--- config.mk ---
export PLATFORM = sky130hd
export DESIGN_NAME = cic_dec_ctrl
export DESIGN_NICKNAME = d
export VERILOG_FILES = /design/src/rtl/cic_dec_ctrl.sv
export SDC_FILE = /design/constraint.sdc
export NUM_CORES = 1
export LEC_CHECK = 0
export BUFFER_PORTS_ARGS = -buffer_cell sky130_fd_sc_hd__buf_2
export CELL_PAD_IN_SITES_DETAIL_PLACEMENT = 1
export CELL_PAD_IN_SITES_GLOBAL_PLACEMENT = 2
export CORE_MARGIN = 2
export CORE_UTILIZATION = 38
export CTS_CLUSTER_DIAMETER = 60
export DETAILED_ROUTE_END_ITERATION = 6
export PLACE_DENSITY = 0.88
export SETUP_SLACK_MARGIN = 0.2
export SLEW_MARGIN = 0
export SYNTH_ARGS = -nofsm -noshare
export SYNTH_HDL_FRONTEND = slang
export SYNTH_SLANG_ARGS = --single-unit
export TNS_END_PERCENT = 1
--- constraint.sdc ---
create_clock -name clk_i -period 4.5 [get_ports clk_i]
set_clock_uncertainty 0.15 [all_clocks]
set_input_delay 0.45 -clock clk_i [delete_from_list [all_inputs] [get_ports clk_i]]
set_output_delay 0.45 -clock clk_i [all_outputs]
set_load 0.01 [all_outputs]
--- src/rtl/cic_dec_ctrl.sv ---
// Control wrapper for a CIC decimator: input-rate tick generation, flush/settle
// sequencing after configuration, and a 2-entry output buffer with drop detection.
module cic_dec_ctrl #(
    parameter int num_of_stages   = 4,
    parameter int num_bits_output = 16,
    parameter int div_width       = 16
) (
    input  logic                              clk_i,
    input  logic                              rst_i,
    input  logic                              enable_i,
    input  logic        [div_width-1:0]       cfg_div_i,
    input  logic                              cfg_valid_i,
    output logic                              cfg_ready_o,
    output logic                              tick_o,
    output logic                              cic_rst_o,
    input  logic                              tick_dec_i,
    input  logic signed [num_bits_output-1:0] sample_i,
    output logic signed [num_bits_output-1:0] sample_o,
    output logic                              valid_o,
    input  logic                              ready_i,
    output logic                              overflow_o,
    output logic        [1:0]                 state_o
);

    typedef enum logic [1:0] {
        S_IDLE   = 2'd0,
        S_FLUSH  = 2'd1,
        S_SETTLE = 2'd2,
        S_RUN    = 2'd3
    } state_t;

    localparam int DEC_W = (num_of_stages < 2) ? 1 : $clog2(num_of_stages);
    localparam logic [div_width-1:0] DIV_ONE  = div_width'(1);
    localparam logic [DEC_W-1:0]     DEC_LAST = DEC_W'(num_of_stages - 1);

    // A zero period would never produce a tick; treat it as "every cycle".
    function automatic logic [div_width-1:0] sanitize_div(input logic [div_width-1:0] d);
        return (d == '0) ? DIV_ONE : d;
    endfunction

    state_t                              state_q, state_d;
    logic                                flush_cnt_q;
    logic        [div_width-1:0]         tick_cnt_q;
    logic        [div_width-1:0]         div_q;
    logic        [DEC_W-1:0]             dec_cnt_q;
    logic signed [num_bits_output-1:0]   mem_q [2];
    logic                                wr_ptr_q;
    logic                                rd_ptr_q;
    logic        [1:0]                   fill_q;
    logic                                overflow_q;

    logic cfg_acc;
    logic counting;
    logic tick_wrap;
    logic push;
    logic pop;
    logic full;
    logic push_ok;
    logic push_drop;

    assign cfg_ready_o = (state_q == S_IDLE) || (state_q == S_RUN);
    assign cfg_acc     = cfg_valid_i & cfg_ready_o;
    assign counting    = (state_q == S_SETTLE) || (state_q == S_RUN);
    assign tick_wrap   = (tick_cnt_q == (div_q - DIV_ONE));

    assign push      = (state_q == S_RUN) && tick_dec_i;
    assign pop       = valid_o && ready_i;
    assign full      = (fill_q == 2'd2);
    assign push_ok   = push && (!full || pop);
    assign push_drop = push && full && !pop;

    always_comb begin
        state_d = state_q;
        if (!enable_i) begin
            state_d = S_IDLE;
        end else if (cfg_acc) begin
            state_d = S_FLUSH;
        end else begin
            case (state_q)
                S_IDLE:   state_d = S_FLUSH;
                S_FLUSH:  if (flush_cnt_q) state_d = S_SETTLE;
                S_SETTLE: if (tick_dec_i && (dec_cnt_q == DEC_LAST)) state_d = S_RUN;
                default:  state_d = state_q;
            endcase
        end
    end

    always_ff @(posedge clk_i) begin
        if (rst_i) begin
            state_q     <= S_IDLE;
            flush_cnt_q <= 1'b0;
            tick_cnt_q  <= '0;
            div_q       <= DIV_ONE;
            dec_cnt_q   <= '0;
            wr_ptr_q    <= 1'b0;
            rd_ptr_q    <= 1'b0;
            fill_q      <= 2'd0;
            overflow_q  <= 1'b0;
        end else begin
            state_q     <= state_d;
            flush_cnt_q <= (state_q == S_FLUSH) ? ~flush_cnt_q : 1'b0;

            if (cfg_acc) div_q <= sanitize_div(cfg_div_i);

            // Counter is held at 0 outside SETTLE/RUN so SETTLE always starts from 0.
            if (counting) tick_cnt_q <= tick_wrap ? '0 : tick_cnt_q + 1'b1;
            else          tick_cnt_q <= '0;

            if (state_q != S_SETTLE)  dec_cnt_q <= '0;
            else if (tick_dec_i)      dec_cnt_q <= dec_cnt_q + 1'b1;

            // Anything other than staying in (or entering) RUN empties the buffer.
            if (state_d != S_RUN) begin
                wr_ptr_q <= 1'b0;
                rd_ptr_q <= 1'b0;
                fill_q   <= 2'd0;
            end else begin
                if (pop)     rd_ptr_q <= ~rd_ptr_q;
                if (push_ok) wr_ptr_q <= ~wr_ptr_q;
                case ({push_ok, pop})
                    2'b10:   fill_q <= fill_q + 2'd1;
                    2'b01:   fill_q <= fill_q - 2'd1;
                    default: fill_q <= fill_q;
                endcase
            end

            if (cfg_acc)                              overflow_q <= 1'b0;
            else if ((state_d == S_RUN) && push_drop) overflow_q <= 1'b1;
        end
    end

    always_ff @(posedge clk_i) begin
        if ((state_d == S_RUN) && push_ok) mem_q[wr_ptr_q] <= sample_i;
    end

    assign valid_o    = (fill_q != 2'd0);
    assign sample_o   = valid_o ? mem_q[rd_ptr_q] : '0;
    assign tick_o     = counting && tick_wrap;
    assign cic_rst_o  = (state_q == S_FLUSH);
    assign overflow_o = overflow_q;
    assign state_o    = state_q;

endmodule

======== Word level (Yosys, flattened, before mapping) ========
Memory sizes are Yosys's and may differ from the RTL's. A register that Yosys moved wholly into a read port is not among the register bits.
Index checks and enable logic that the tools add are counted.
word-level totals
  bits in registers ....................... 42
  latch bits .............................. 0
  bits in writable memories ............... 32
  memory bits (read-only) ................. 0
  output and inout bits ................... 23
  memories ................................ 1
operators by class
  add/sub/neg operators ................... 5
  multiply operators ...................... 0
  div/mod/pow operators ................... 0
  magnitude comparators ................... 0
  equal/unequal tests ..................... 11
  shifts and indexed selects .............. 0
  muxes and demuxes ....................... 12
  bitwise gates (word level) .............. 6
  reductions and logical operators ........ 23
memory list
  name   words  width  read ports  clocked after memory_dff  write ports  line  source
  mem_q  2      16     1           1                         1            46    logic signed [num_bits_output-1:0] mem_q [2];
operators by type and width
  operator               number
  $mux 16                2
  $add 16x1->16 const B  1
  $eq 16x16->1           1
  $logic_not 16->1       1
  $sub 16x1->16 const B  1
  $eq 2x2->1 const B     6
  $logic_and 1x1->1      9
  $mux 2                 4
  $reduce_or 2->1        4
  $pmux 2 s3             1
  $not 1->1              5
  $add 2x1->2 const B    2
  $eq 2x1->1 const B     2
  $mux 1                 4
  $ne 2x2->1 const B     2
  $pmux 2 s2             1
  $reduce_bool 2->1      2
  $logic_or 1x1->1       3
  $reduce_or 3->1        1
  $logic_not 1->1        2
  $logic_not 2->1        1
  $sub 2x1->2 const B    1
  $and 1x1->1            1

======== Logic depth before layout (Yosys ltp) ========
  depth in word-level cells ............... 10
  gate-level depth with buffers ........... 9

======== Worst setup path before layout ========
Ideal clock, no wire load.
  path kind ............................... register -> output
  from .................................... reg div_q[7]
  to ...................................... out tick_o
  arrival time ............................ 2.779 ns
  required time ........................... 3.900 ns
  setup slack ............................. 1.121 ns
  cell stages (with the launch flop) ...... 8
  path buffers ............................ 1
  cells stage by stage .................... dfxtp_1 -> or4_4 -> or3_4 -> or4_1 -> a211o_1 -> or4_4 -> buf_6 -> nor2_1
on the way
  word-level cells in the longest chain between the ends .. 3
ends and longest elaborated chain
  what                    line  source
  start, declared         44    logic [div_width-1:0] div_q;
  start signal, assigned  103   if (cfg_acc) div_q <= sanitize_div(cfg_div_i);
  $sub 16x1->16           64    assign tick_wrap = (tick_cnt_q == (div_q - DIV_ONE));
  $eq 16x16->1            64
  $logic_and 1x1->1       138   assign tick_o = counting && tick_wrap;
  end, declared           14    output logic tick_o,
No other way between the ends.

======== Final worst setup path ========
Same ends and word-level chain as after synthesis.

==> impl_metrics.toml <==
[run_status]
outcome = "finished clean"

[power]
p_leak_nw = 1.62
power_frac_comb_pct = 8.4
power_w = 0.00139
p_switching_w = 0.000359
peakVddDrop_mv = 0.135
pwr-share-seq_pct = 52.4
powerDensity_nw_per_um2 = 334
p_clk_share_pct = 39.2
p_sw_share_pct = 25.8
p_int_w = 0.00104

[critical_path]
worst_path_most_repeated_cell = "or4_4"
setup.worst_path.start = "div_q[7]"
cp-end-kind = "primary output"
cp.arrival_ns = 3.30
worst-path-buf-inv = 1
cp.required_ns = 3.90
path_class = "register to primary output"
critPathMaxFanout = 15
r2r_end = "tick_cnt_q[1]"
cpPeakStageDelay_ns = 0.58
cp_top_family = "simple AND/OR/NAND/NOR gates"
r2r_slack_ns = 1.30
slowest_stage = "or4_4"
crit_path_start_kind = "register"
reg2regPathDepth = 6
path_cells = "or4_4 > or3_4 > or4_1 > a211o_1 > or4_4 > nor2_1 > buf_2"
worstReg2RegStart = "div_q[7]"

[synth]
synth_edf_count = 32
seq_area_frac_synth_pct = 50.9
synth_seq_cells = 75
yosysWarnings = 0
synth_xor_area_share_pct = 9.55
synthesis.nets = 407
synth_ff_type = "dfxtp_1"
netlist_instances = 360
async_reset_ff_share_pct = 0
synth_area_sq_um = 3580
synth-compound-area-share_pct = 7.42
muxShareOfSynthArea_pct = 4.76
synth_top_family_by_area = "simple AND/OR/NAND/NOR gates"
yosys.area_share.simple_pct = 21.1
synth.distinct_cells = 47
synth_area_per_cell_sq_um = 9.93
synth-adder-area-share_pct = 3.15

[routing]
wl_per_cell_um = 15.6
viasPerCell = 5.20
antenna_left = 0
drc = 0
vias = 2778
wirelength_um = 8350
drtIter0Drc = 95
drtPass1Iterations = 4

[timing]
tns_ns = 0
setup_viol = 0
rsz0062_at_grt = "no"
post-route-period-util_pct = 86.6
final_hold_viol_count = 0
drv_slew = 0
tightest_slew_ns = 1.19
fin_hold_ws_ns = 0.130
relSlewSlack_pct = 20.1
fmax_mhz = 256
fin_ws_ns = 0.601
period_minus_slack_ns = 3.90

[cells_and_area]
multi_input_area_sq_um = 1640
drive_gt1_share_pct = 22.2
fill_cells = 1050
most-common-layout-cells = "buf_2 (60), nor2_1 (45), nand2_1 (45), dfxtp_1 (43), edfxtp_1 (32)"
antenna_cells = 0
seq_area_sq_um = 1820
area_delta_synth_final_pct = 16.7
nets = 465
layout_commonest_cell = "buf_2"

[clock_tree]
h-tree-depth = 3
clockBufferDepth = 2
numCtsBuffers = 9
ctsResizeCount = 0
cts_root_buffer = "clkbuf_8"
clock-sinks = 75
clkTransAtPathRegs_ns = 0.09
holdBufCountCts = 0
worst_skew_pair.late_latency_ns = 0.36
cts_setup_buffers = 0
cts_tree = "built"

[floorplan]
design.die.area_sq_um = 10200
die_w_um = 101
die_h_um = 101
top_level_ports = 61
core_sq_um = 9200
rows = 35
start_util_pct = 38.9

[worst_hold_path]
hold_path.class = "input port to register"
whs_endpoint = "mem_q[0][1]"
hp-start = "sample_i[1]"
worst_hold_path.num_cells = 1

[grt]
track_usage_pct = 17.3
grt_pass1_vias = 2821
grt-ovfl-total = 0
antenna_found_initial = 0
grt_first_pass_wirelength_um = 13800
grt_max_degree = 26

[placement]
dp_slack_ns = 0.989
portBuffers = 60
dp_hpwl_um = 6210
gp_congestion = 0.886

[flow_run]
max_cap_violations = 0
==> registers in the layout, summed over array words and instances (netlist names), named ones only <==
name / flops
mem_q: 32
div_q: 16
tick_cnt_q: 16
dec_cnt_q: 2
fill_q: 2
state_o: 2
flush_cnt_q: 1
overflow_o: 1
rd_ptr_q: 1
wr_ptr_q: 1
==> cells in the mapped netlist, types with 2 or more instances <==
cell type / n / area (sq um)
nor2b_1: 2 / 12.5
inv_1: 11 / 41.3
a31oi_1: 3 / 18.8
nor3_1: 8 / 40.0
and3_2: 5 / 37.5
dfxtp_1: 43 / 861
or4_4: 2 / 22.5
mux2i_1: 17 / 170
nor3b_1: 3 / 22.5
nor4b_1: 2 / 17.5
nor2_1: 45 / 169
a41oi_1: 2 / 17.5
nand2b_1: 2 / 12.5
and3_1: 12 / 75.1
ha_1: 9 / 113
nor4_1: 11 / 68.8
or4_1: 3 / 22.5
edfxtp_1: 32 / 961
nand2_1: 45 / 169
xor2_1: 13 / 114
clkbuf_1: 14 / 52.6
o21ai_0: 3 / 15.0
a211o_1: 2 / 17.5
xnor2_1: 26 / 228
a21oi_1: 18 / 90.1
nand3_1: 6 / 30.0
==> worst register-to-register path: stages, from the launching register on <==
cell,delay [ns]
dfxtp_1,0.38
or4_4,0.58
or3_4,0.36
or4_1,0.53
a211o_1,0.33
or4_4,0.52
and3_2,0.23
==> worst max-delay path by stage <==
stage | endpoint | slack (ns) | depth (start not counted)
floorplan | tick_o | 1.12 | 7
global placement | tick_o | 1.01 | 7
detailed placement | tick_o | 0.99 | 7
CTS | tick_o | 0.59 | 7
global route | tick_o | 0.26 | 9
finish | tick_o | 0.60 | 7
==> through the flow <==
step | area [sq um] | utilization [%] | instances
global route | 4170 | 45.4 | 534
finish | 4170 | 45.4 | 534
detailed placement | 3970 | 43.2 | 518
CTS | 4170 | 45.4 | 534
global placement | 3970 | 43.2 | 518
floorplan | 3580 | - | 360
==> final cells by class <==
class / instances / share of cell area [%]
well taps: 111 / 3.33
repair buffers: 63 / 7.73
clock buffers: 9 / 2.97
inverters: 11 / 0.989
clock inverters: 7 / 1.95
multi-input cells: 258 / 39.4
flip-flops and latches: 75 / 43.6
==> cells by family after synthesis <==
kind of cell / Yosys count
AO/OA/AOI/OAI: 40
XOR/XNOR: 39
adder cells (fa/ha/maj): 9
buffers and inverters: 27
flip-flops: 75
multiplexers: 17
AND/OR/NAND/NOR: 153
==> power by group through the flow <==
| stage | clock network, W | logic, W | registers [W] |
|---|---|---|---|
| floorplan | 0 | 0.0000792 | 0.000741 |
| CTS | 0.000565 | 0.000118 | 0.000730 |
| detailed placement | 0 | 0.000117 | 0.000746 |
| finish | 0.000547 | 0.000117 | 0.000730 |
| global route | 0.000594 | 0.000131 | 0.000732 |
| global placement | 0 | 0.000114 | 0.000745 |
==> routing by layer <==
layer	global-route usage, %	part of all wire [%]	vias up
met2	29.5	48	66
met3	3.47	4.2	16
met4	7.48	2.2	0
li1	-	-	1382
met1	21.3	46	1314
met5	0	0	-
No activity file was read; power rests on OpenSTA's default activity.
